`src/rtl/gray_code_counter.sv`:
```
// gray_code_counter: registered up/down Gray counter with load, wrap/saturate and terminal count
module gray_code_counter #(
  parameter int WIDTH = 4,
  parameter bit WRAP = 1'b1
) (
  input  logic             clk,
  input  logic             rst,
  input  logic             en,
  input  logic             up,
  input  logic             load,
  input  logic [WIDTH-1:0] load_g,
  output logic [WIDTH-1:0] G,
  output logic             g_valid,
  output logic             tc
);
  logic [WIDTH-1:0] bin, nxt, lb;
  logic step;
  always_comb begin
    lb = '0;
    for (int i = 0; i < WIDTH; i++) lb[i] = ^(load_g >> i);
    tc = up ? (&bin) : ~(|bin);
    nxt = up ? bin + 1'b1 : bin - 1'b1;
    step = en && (WRAP || !tc);
  end
  always_ff @(posedge clk) begin
    if (rst) begin
      bin <= '0;
      G <= '0;
      g_valid <= 1'b0;
    end else if (load) begin
      bin <= lb;
      G <= load_g;
      g_valid <= 1'b1;
    end else if (step) begin
      bin <= nxt;
      G <= nxt ^ (nxt >> 1);
      g_valid <= 1'b1;
    end else begin
      g_valid <= 1'b0;
    end
  end
endmodule
```
`config.mk`:
```
export PLATFORM = sky130hd
export DESIGN_NAME = gray_code_counter
export DESIGN_NICKNAME = d
export VERILOG_FILES = /design/src/rtl/gray_code_counter.sv
export SDC_FILE = /design/constraint.sdc
export NUM_CORES = 1
export LEC_CHECK = 0
export ABC_AREA = 1
export BUFFER_PORTS_ARGS = -buffer_cell sky130_fd_sc_hd__buf_4
export CAP_MARGIN = 20
export CORE_MARGIN = 10
export CORE_UTILIZATION = 45
export DETAILED_ROUTE_END_ITERATION = 8
export PLACE_DENSITY = 0.72
export RECOVER_POWER = 25
export SLEW_MARGIN = 30
export SYNTH_ARGS = -nofsm -noshare
export SYNTH_HDL_FRONTEND = slang
export SYNTH_SLANG_ARGS = --single-unit
```
`constraint.sdc`:
```
create_clock -name clk -period 1.5 [get_ports clk]
set_input_delay 0.15 -clock clk [delete_from_list [all_inputs] [get_ports clk]]
set_output_delay 0.15 -clock clk [all_outputs]
set_load 0.005 [all_outputs]
```
# ---- Word-level counts from Yosys, hierarchy flattened
# Index checks and enable logic that the tools add are counted.
# Widths: inputs -> output; s select.
dict set report op_classes {
  muxes 8
  n_reduce_logical 7
  addsub 2
  bitwise 2
}
# cell n
set ops {}
lappend ops {{$mux 4} 5}
lappend ops {{$reduce_xor 4->1} 4}
lappend ops {{$add 4x1->4 const B} 1}
lappend ops {{$reduce_and 4->1} 1}
lappend ops {{$reduce_or 4->1} 1}
lappend ops {{$sub 4x1->4 const B} 1}
lappend ops {{$xor 4x3->4} 1}
lappend ops {{$mux 1} 3}
lappend ops {{$reduce_bool 2->1} 1}
lappend ops {{$not 1->1} 1}
dict set report totals {
  inputBits 9
  regBits 9
  out_inout_bits 6
  elab_cells 22
}

# ---- Depth between registers and ports, before layout
dict set report logic_depth {
  depth_word 5
  ltp_mapped 10
  mapped_depth_nobuf 10
}

# ---- Least setup slack after synthesis
# No wires, ideal clock.
dict set report synth_path {
  path_type {register to register}
  from {register bin[0]}
  to {register G[2]}
  arrival_time_ns 1.263
  t_required_ns 1.389
  path_slack_ns 0.125
  setup_ns 0.111
  path_stages_with_launch 10
  path_buffers 0
  period_less_slack_ns 1.375
  path_cell_list {dfxtp_1 -> fa_1 -> inv_1 -> nand2_1 -> nand2_1 -> nor2_4 -> nand3_1 -> nand2_1 -> nor2_1 -> nor2_1}
}
dict set report synth_via {
  elab_chain_len 5
  elab_cells_between_ends 6
  classes_between {2 x add/sub; 3 x mux; 1 x bitwise}
}
# item line
set synth_lines {}
lappend synth_lines {{start: declaration} 16} ;# logic [WIDTH-1:0] bin, nxt, lb;
lappend synth_lines {{start signal: assignment} 31} ;# bin <= lb;
lappend synth_lines {{start signal: assignment} 35} ;# bin <= nxt;
lappend synth_lines {{$sub 4x1->4 / $add 4x1->4 (equally long branches)} 22} ;# nxt = up ? bin + 1'b1 : bin - 1'b1;
lappend synth_lines {{$mux 4 *} 22}
lappend synth_lines {{$xor 4x3->4 *} 36} ;# G <= nxt ^ (nxt >> 1);
lappend synth_lines {{$mux 4 *} 34} ;# end else if (step) begin
lappend synth_lines {{$mux 4 *} 30} ;# end else if (load) begin
lappend synth_lines {{end signal: assignment} 32} ;# G <= load_g;
lappend synth_lines {{end signal: assignment} 36}
lappend synth_lines {{end: declaration} 12} ;# output logic [WIDTH-1:0] G,
# Every way passes the cells marked *; elsewhere a longest branch is shown, timed or not. The select of a mux whose other input is x is not followed.
# A chain may end at the register's enable or synchronous reset.

# ---- Worst setup path in the final report
dict set report layout_path {
  from {register bin[2]}
  to {register G[2]}
}
# Same word-level chain as after synthesis.

==> impl_metrics.py <==
metrics = {
    "status": {
        "outcome": "complete, no violations",
    },
    "setup_path": {
        "cp.arrival_ns": 1.53,
        "worstSetupPathType": "reg2reg",
        "startpoint": "bin[2]$_SDFFE_PP0P_",
        "rr_worst_depth": 8,
        "r2r_end": "G[2]$_SDFFE_PP0P_",
        "critPathLaunchType": "flop",
        "crit_required_ns": 1.65,
        "worstPathMaxFanout": 4,
        "r2r_start": "bin[2]$_SDFFE_PP0P_",
        "rrSetupSlack_ns": 0.12,
        "end_kind": "flop",
    },
    "timing": {
        "hold_violations": 0,
        "whs_ns": 0.112,
        "period_minus_slack_ns": 1.38,
        "skew_ns": 0.00831,
        "rsz0062_at_grt": "false",
        "tightestPinTransition_ns": 0.477,
        "maxSlewViolCount": 0,
        "fmax_ghz": 0.722,
        "final.setup.tns_ns": 0,
        "timing.final.ws_setup_ns": 0.116,
        "max_slew_margin_pct": 68.1,
        "post-route-period-util_pct": 92.3,
        "finalSetupViolCount": 0,
    },
    "die": {
        "ios": 15,
        "fp.dieArea_um2": 3220,
        "rows": 13,
        "die_y_um": 56.7,
        "core_area_um2": 1280,
        "initial_core_util_pct": 47.2,
        "fp.dieW_um": 56.7,
    },
    "global_routing": {
        "grt_pass1_vias": 577,
        "grt_max_degree": 10,
        "grt_pass1_wl_mm": 2.51,
        "track_usage_pct": 9.31,
        "use_met1_pct": 10.8,
        "gr-total-overflow": 0,
        "use_met3_pct": 4.49,
        "gr-max-usage-layer": "met2",
        "antenna_found_initial": 0,
        "grt_use_met2_pct": 14.1,
    },
    "place": {
        "post-place-ws_ns": 0.0532,
        "port_buffers": 14,
        "hpwl_mm": 1.17,
        "place_inst": 114,
        "gp_congestion": 0.882,
    },
    "synthesis": {
        "ys_ff_latch": 8,
        "synth_compound_area_share_pct": 13.8,
        "syn_avg_cell_area_um2": 7.14,
        "synth-xor-area-share_pct": 5.57,
        "yosysWarnings": 0,
        "synth_cells": 85,
        "ys_seq_area_share_pct": 26.4,
        "synth_cell_types": 29,
        "muxShareOfSynthArea_pct": 0,
        "synth-adder-area-share_pct": 7.42,
        "synth_top_family_by_area": "simple AND/OR/NAND/NOR gates",
        "synth-simple-area-share_pct": 35.3,
        "syn_area_um2": 607,
        "syn-num-nets": 97,
    },
    "route": {
        "drtPass1Iterations": 4,
        "routed_wl_mm": 1.35,
        "drt-initial-drc-count": 3,
        "post_drt_wl_per_cell_um": 11.5,
        "ant_nets": 0,
        "vias_per_cell": 5.03,
        "route.detailed.drc": 0,
        "num_vias": 589,
    },
    "clock_network": {
        "clk_pin_slew_ns": 0.06,
        "cts_hold_buffers": 0,
        "cts_root_buffer": "clkbuf_4",
        "clk_latency_ns": 0.25,
        "clk_path_buf_depth": 2,
        "ctsHtreeMaxLevel": 1,
        "cts_inserted_buffers": 3,
        "cts_sinks": 8,
        "cts_tree": "built",
    },
    "flow_run": {
        "maxCapViolations": 0,
    },
    "layout": {
        "antennaDiodeCount": 0,
        "layout.nets": 116,
        "nFillCells": 136,
        "final_common_cell": "nand2_1",
        "final_cell_mix": "nand2_1, buf_4, inv_1, nor2_1, dfxtp_1",
        "area_growth_pct": 22.9,
        "stdcell_count": 117,
        "drive_above_1_share_pct": 33.3,
    },
    "pwr": {
        "p_per_area_nw_per_um2": 877,
        "p_leak_nw": 0.381,
        "ir_drop_uv": 665,
    },
    "worst_hold_path": {
        "min_delay_path_depth": 2,
        "holdPathEnd": "G[1]$_SDFFE_PP0P_",
        "hp-class": "in2reg",
        "hold_start": "rst",
    },
}
## through the flow
stage,area (um2),utilization [%],total power [mW]
6_report,746,58.0,0.654
5_1_grt,746,58.0,0.712
4_1_cts,749,58.3,0.665
3_5_place_dp,727,56.6,0.499
3_3_place_gp,727,56.6,0.495
2_1_floorplan,607,-,0.415
## kinds of logic after synthesis
logic type	after synthesis
and+or+nand+nor	43
buffers and inverters	15
AOI/OAI and AO/OA	13
DFF	8
xor gates and xnor gates	3
adders and majority gates	3
## layout make-up
cell class	count	area, um2	area share (%)
Clock buffer	3	22.5	3.02
Multi-Input combinational cell	62	372	49.8
Sequential cell	8	161	21.6
Inverter	13	51.3	6.88
Timing Repair Buffer	16	120	16.1
Tap cell	15	18.8	2.52
## metal layers
| metal | up-vias | share of wire [%] | wire (um) |
|---|---|---|---|
| met4 | 0 | 0.67 | 9 |
| met2 | 14 | 48 | 646 |
| li1 | 313 | - | - |
| met3 | 2 | 6.8 | 92 |
| met1 | 260 | 45 | 603 |
| met5 | - | 0 | 0 |
## cells in the mapped netlist, drive strengths merged
cell | count | area [um2]
nor3 | 1 | 5.00
a31oi | 1 | 6.26
nor2 | 12 | 62.6
o41ai | 1 | 8.76
inv | 13 | 51.3
a41oi | 1 | 8.76
dfxtp | 8 | 160
nand2 | 21 | 91.3
a22oi | 2 | 15.0
o21ai | 4 | 20.0
ha | 2 | 25.0
o22ai | 1 | 6.26
o2bb2ai | 1 | 8.76
nand4 | 1 | 6.26
nand3 | 7 | 40.0
buf | 2 | 18.8
xor2 | 1 | 8.76
a21oi | 2 | 10.0
xnor2 | 2 | 25.0
fa | 1 | 20.0
or2 | 1 | 8.76
## registers in the layout, indices dropped and copies added (netlist names)
| signal | count |
|---|---|
| G | 4 |
| bin | 3 |
| g_valid | 1 |
## timing repair
item / 4_1_cts / 5_1_grt
buffers inserted: 0 / 0
endpoints found under the setup margin: 0 / 1
gates resized for setup: 0 / 2
## how the worst max path moves through the flow
stage | end | slack [ns]
after detailed placement | G[2]$_SDFFE_PP0P_ | 0.05
after floorplan | G[2]$_SDFFE_PP0P_ | 0.13
after CTS | G[2]$_SDFFE_PP0P_ | 0.08
final | G[2]$_SDFFE_PP0P_ | 0.12
after global placement | G[2]$_SDFFE_PP0P_ | 0.10
after global routing | G[2]$_SDFFE_PP0P_ | 0.02
## critical path, stage by stage, from the launching register on
cell     delay (ns)
dfxtp_2        0.33
ha_1           0.30
or2_4          0.25
nand2_2        0.08
nand2_1        0.05
nand3_1        0.07
nand2_1        0.05
nor2_1         0.11
nor2_1         0.05
## power breakdown
part / internal, mW / total [mW] / switching, mW / leakage, nW
Clock: 0.0914 / 0.162 / 0.0702 / 0.0138
Combinational: 0.111 / 0.241 / 0.130 / 0.300
Sequential: 0.235 / 0.251 / 0.0155 / 0.0668
Power figures use the tool's default switching activity.
